===== config.mk =====
export PLATFORM = sky130hd
export DESIGN_NAME = countdown_16bit
export DESIGN_NICKNAME = d
export VERILOG_FILES = /design/src/rtl/countdown_16bit_pkg.sv /design/src/rtl/countdown_16bit_hex_to_seg.sv /design/src/rtl/countdown_16bit.sv
export SDC_FILE = /design/constraint.sdc
export NUM_CORES = 1
export LEC_CHECK = 0
export CORE_MARGIN = 2
export CORE_UTILIZATION = 48
export CTS_CLUSTER_SIZE = 30
export DETAILED_ROUTE_END_ITERATION = 7
export GPL_TIMING_DRIVEN = 0
export PLACE_DENSITY = 0.88
export SYNTH_ARGS = -nofsm -noshare
export SYNTH_HDL_FRONTEND = slang
export SYNTH_SLANG_ARGS = --single-unit

===== constraint.sdc =====
create_clock -name Clk -period 2.3 [get_ports Clk]
set_clock_uncertainty 0.1 [all_clocks]
set_input_delay 0.345 -clock Clk [delete_from_list [all_inputs] [get_ports Clk]]
set_output_delay 0.345 -clock Clk [all_outputs]
set_load 0.02 [all_outputs]

===== src/rtl/countdown_16bit_pkg.sv =====
// Shared definitions for the loadable countdown timer and its hex display.
// State codes are fixed because lab debug probes decode them directly.
package countdown_16bit_pkg;

  typedef enum logic [1:0] {
    ST_IDLE   = 2'd0,
    ST_RUN    = 2'd1,
    ST_PAUSED = 2'd2,
    ST_DONE   = 2'd3
  } state_t;

  localparam logic [6:0] SEG_BLANK  = 7'h7F;
  localparam int         NUM_DIGITS = 4;
  localparam int         DIGIT_W    = 4;
  localparam int         PRE_W      = 26;

endpackage


===== src/rtl/countdown_16bit_hex_to_seg.sv =====
// Hex nibble to active-low 7-segment encoder (bit0=a .. bit6=g).
// Shared with the up-counter display; lowercase b and d keep them distinct from 8 and 0.
module hex_to_seg
  import countdown_16bit_pkg::*;
(
  input  logic [DIGIT_W-1:0] nib,
  output logic [6:0]         seg
);

  always_comb begin
    seg = SEG_BLANK;
    case (nib)
      4'h0: seg = 7'h40;
      4'h1: seg = 7'h79;
      4'h2: seg = 7'h24;
      4'h3: seg = 7'h30;
      4'h4: seg = 7'h19;
      4'h5: seg = 7'h12;
      4'h6: seg = 7'h02;
      4'h7: seg = 7'h78;
      4'h8: seg = 7'h00;
      4'h9: seg = 7'h10;
      4'hA: seg = 7'h08;
      4'hB: seg = 7'h03;
      4'hC: seg = 7'h46;
      4'hD: seg = 7'h21;
      4'hE: seg = 7'h06;
      4'hF: seg = 7'h0E;
      default: seg = SEG_BLANK;
    endcase
  end

endmodule


===== src/rtl/countdown_16bit.sv =====
// Loadable 16-bit down-counting timer with prescaled ticks, pause and done flag.
// Drives four active-low hex digits straight from the live count.
module countdown_16bit
  import countdown_16bit_pkg::*;
#(
  parameter int DIV   = 50000000,
  parameter int WIDTH = 16
) (
  input  logic             Clk,
  input  logic             Resetn,
  input  logic             Load,
  input  logic             Start,
  input  logic             Pause,
  input  logic [WIDTH-1:0] D,
  output logic [WIDTH-1:0] Q,
  output logic             Running,
  output logic             Done,
  output logic [6:0]       HEX0,
  output logic [6:0]       HEX1,
  output logic [6:0]       HEX2,
  output logic [6:0]       HEX3
);

  localparam logic [PRE_W-1:0] PRE_LAST = PRE_W'(DIV - 1);

  state_t                   state, state_nxt;
  logic [WIDTH-1:0]         q_nxt;
  logic [PRE_W-1:0]         pre, pre_nxt;
  logic                     tick;
  logic [NUM_DIGITS-1:0][6:0] seg;

  assign tick = (pre == PRE_LAST);

  // Load beats everything; Pause beats a coincident tick so a paused count never slips.
  always_comb begin
    state_nxt = state;
    q_nxt     = Q;
    pre_nxt   = pre;
    if (Load) begin
      q_nxt     = D;
      pre_nxt   = '0;
      state_nxt = ST_IDLE;
    end else begin
      case (state)
        ST_IDLE: begin
          if (Start) begin
            if (Q != '0) begin
              state_nxt = ST_RUN;
              pre_nxt   = '0;
            end else begin
              state_nxt = ST_DONE;
            end
          end
        end
        ST_RUN: begin
          if (Pause) begin
            state_nxt = ST_PAUSED;
          end else if (tick) begin
            pre_nxt = '0;
            q_nxt   = Q - WIDTH'(1);
            if (Q == WIDTH'(1)) state_nxt = ST_DONE;
          end else begin
            pre_nxt = pre + PRE_W'(1);
          end
        end
        ST_PAUSED: begin
          if (!Pause) state_nxt = ST_RUN;
        end
        ST_DONE: begin
          state_nxt = ST_DONE;
        end
        default: state_nxt = ST_IDLE;
      endcase
    end
  end

  always_ff @(posedge Clk or negedge Resetn) begin
    if (!Resetn) begin
      state   <= ST_IDLE;
      Q       <= '0;
      pre     <= '0;
      Running <= 1'b0;
      Done    <= 1'b0;
    end else begin
      state   <= state_nxt;
      Q       <= q_nxt;
      pre     <= pre_nxt;
      Running <= (state_nxt == ST_RUN);
      Done    <= (state_nxt == ST_DONE);
    end
  end

  for (genvar i = 0; i < NUM_DIGITS; i++) begin : g_dig
    hex_to_seg u_seg (
      .nib (Q[i*DIGIT_W +: DIGIT_W]),
      .seg (seg[i])
    );
  end

  assign HEX0 = seg[0];
  assign HEX1 = seg[1];
  assign HEX2 = seg[2];
  assign HEX3 = seg[3];

endmodule

==> run metrics <==
run status complete, but fails checks; violated checks setup timing; Die H 91.2 µm; Hold WS 0.394 ns; initial core utilization 0.500; Static Leak 2.05 nW; Max Clk Rate 401 MHz; Async SR Flop Fraction 1.00; slew at the pin closest to its max-slew limit 0.621 ns; critical path class flip-flop to flip-flop; final HPWL from detailed placement 7680 µm; Final ANT Viol Nets 0; Global Route Usage Sum 0.263; CTS root buf clkbuf_8; CTS clk-pin slew, worst paths 0.10 ns; initial antenna violation count 0; CP most frequent cell or4_4; drt pass-1 iters 7; layout filler cell count 512; Setup violations, final 8; Post-synth EDFFs 0; Crit. End Element flip-flop; Final nets 598; worst IR drop on VDD 0.286 mV; Commonest cells post-synth 46 x dfrtp_1, 38 x nor2_1, 32 x o21ai_0; internal power 0.00152 W; CTS tree built; Worst-Skew Late Latency 0.31 ns; die area 0.00831 mm²; Mapped Avg Cell Area 8.14 µm²; CP Max Fanout 6; Setup TNS Final -0.565 ns; Comb pwr share 0.421; final setup margin -0.191 ns; vias in the first global route 3934; Remaining DRCs 0; Yosys reg bits 46; WP data required 2.42 ns; Chip Width 91.2 µm; CP Launch Type flip-flop; ys flop type dfrtp_1; DRT Wirelength 12400 µm; Synth Instances 448; register area share after synthesis 0.316; register area 0.00117 mm²; CP arrival 2.61 ns; clock network power share 0.209; fin area 0.00519 mm²; Yosys cell types 49; Vias 4247; Fin. Hold Viols 0; clock buffer depth 2; max incr delay on CP 0.50 ns; slew margin rel. 0.586; area of the multi-input gates 0.00265 mm²; slowest cell on the critical path or4_4; Area Overhead vs Synth 42.3%; Synth Net Count 493; first-pass GRT wire length 18300 µm; WL/cell 19.0 µm; total gr overflow 0; largest net degree at the start of global routing 31; Sw Share 0.386; initial DRC count 666; Netlist Area Pre-Place 0.00365 mm²; PwrDens 476 mW/mm²; Port Buffers 65; Tot Pwr 0.00247 W; period utilization 1.08; Sink Count 46; Routability Congestion 0.858; cells along the critical path or3_4, or4_4, or4_4, or3_1, a31oi_1; Reg power frac 0.370; IO Pins 67; total CTS buffers 5; worst reg-to-reg path cell count 5; most numerous cell in the Yosys netlist dfrtp_1; post-place instance area 0.00447 mm²; reg2reg start Q[2]$_DFFE_PN0P_; FP Rows 31; Psw 0.000955 W; top cells by area, synth dfrtp_1 32%, ha_1 8.2%, o21ai_0 4.4%; post-route minimum period 2.49 ns; H-tree levels 2; flop2flop setup slack -0.19 ns; Synth Warn # 0; Core ar. 0.00729 mm²; layout cells sized above 1 0.303; Worst R2R End Q[11]$_DFFE_PN0P_; Yosys top cell area share 0.316; maxcap violations 0; Antenna Cells 0; Hold Crit Class input port to async pin; DR vias/cell 6.50; cell taking the most area after synthesis dfrtp_1; RSZ-0062 raised after global routing true; Slew Limit Fails 0
## cells by family (layout without fill, tap and decap cells)
| kind of cell | count (synthesis) | count (layout) | share of synthesized area |
|---|---|---|---|
| AOI/OAI and AO/OA | 125 | 125 | 0.217 |
| xor gates and xnor gates | 3 | 3 | 0.00721 |
| adders and majority gates | 24 | 24 | 0.0823 |
| buffers and inverters | 48 | 154 | 0.0494 |
| DFF | 46 | 46 | 0.316 |
| muxes | 12 | 12 | 0.0401 |
| and+or+nand+nor | 190 | 190 | 0.288 |
## timing repair
item | CTS | global route
setup buffers | 26 | 11
endpoints found under the setup margin | 70 | 60
endpoints found under the hold margin | 16 | 0
pin swaps | 1 | 28
resized for setup | 93 | 107
gates cloned | 1 | 1
hold buffers | 1 | 0
## power groups by stage
stage	clock [W]	sequential (W)	combinational [W]
2_1_floorplan	0	0.000947	0.000479
3_3_place_gp	0	0.000921	0.000855
3_5_place_dp	0	0.000923	0.000881
4_1_cts	0.000520	0.000901	0.000933
5_1_grt	0.000551	0.000920	0.00111
6_report	0.000518	0.000914	0.00104
## layout by cell type (no fill, tap or decap), drive strengths merged, types with 21 or more instances in the layout
| master | synthesis | final |
|---|---|---|
| dfrtp | 46 | 46 |
| nor2 | 38 | 38 |
| clkdlybuf4s50 | 0 | 35 |
| o21ai | 32 | 32 |
| clkbuf | 29 | 30 |
| buf | 3 | 51 |
| a21oi | 27 | 27 |
| nand2 | 31 | 31 |
| ha | 24 | 24 |
| or4 | 21 | 21 |
## flip-flops by register name, indices dropped and copies added, names as in the netlist
register and flops:
Done 1, Q 16, pre 26, state 2, Running 1
## stage by stage
stage	instances	setup WS (ns)	util
floorplan	448	-0.106	-
global placement	612	-0.686	0.611
detailed placement	613	-0.521	0.613
CTS	645	-0.153	0.664
global route	653	-0.263	0.712
finish	653	-0.191	0.712
## layer usage
metal,up-vias,track usage,share of wire
met5,-,0,0
met4,0,0.0909,0.029
met3,56,0.0365,0.082
met2,297,0.449,0.50
met1,2006,0.342,0.39
li1,1888,-,-
## worst max-delay path by stage
stage                     start                  end  depth (start not counted)
2_1_floorplan  Q[0]$_DFFE_PN0P_    Q[11]$_DFFE_PN0P_                          5
3_3_place_gp             Resetn     Q[8]$_DFFE_PN0P_                          1
3_5_place_dp   Q[8]$_DFFE_PN0P_  pre[13]$_DFFE_PN0P_                          7
4_1_cts        Q[2]$_DFFE_PN0P_    Q[11]$_DFFE_PN0P_                          5
5_1_grt        Q[2]$_DFFE_PN0P_    Q[11]$_DFFE_PN0P_                          5
6_report       Q[2]$_DFFE_PN0P_    Q[11]$_DFFE_PN0P_                          5
## cell type report
class,instances,share of cell area
Buffer,25,0.0301
Clock buffer,5,0.0133
Clock inverter,3,0.00410
Inverter,16,0.0135
Multi-Input combinational cell,354,0.511
Sequential cell,46,0.226
Tap cell,99,0.0239
Timing Repair Buffer,105,0.179
## worst max-delay path, delay by kind of cell, from the launching register on
family	cells	cell delay [ns]
compound gates	1	0.18
flops	1	0.44
simple gates	4	1.69
No activity file was read; power rests on OpenSTA's default activity.
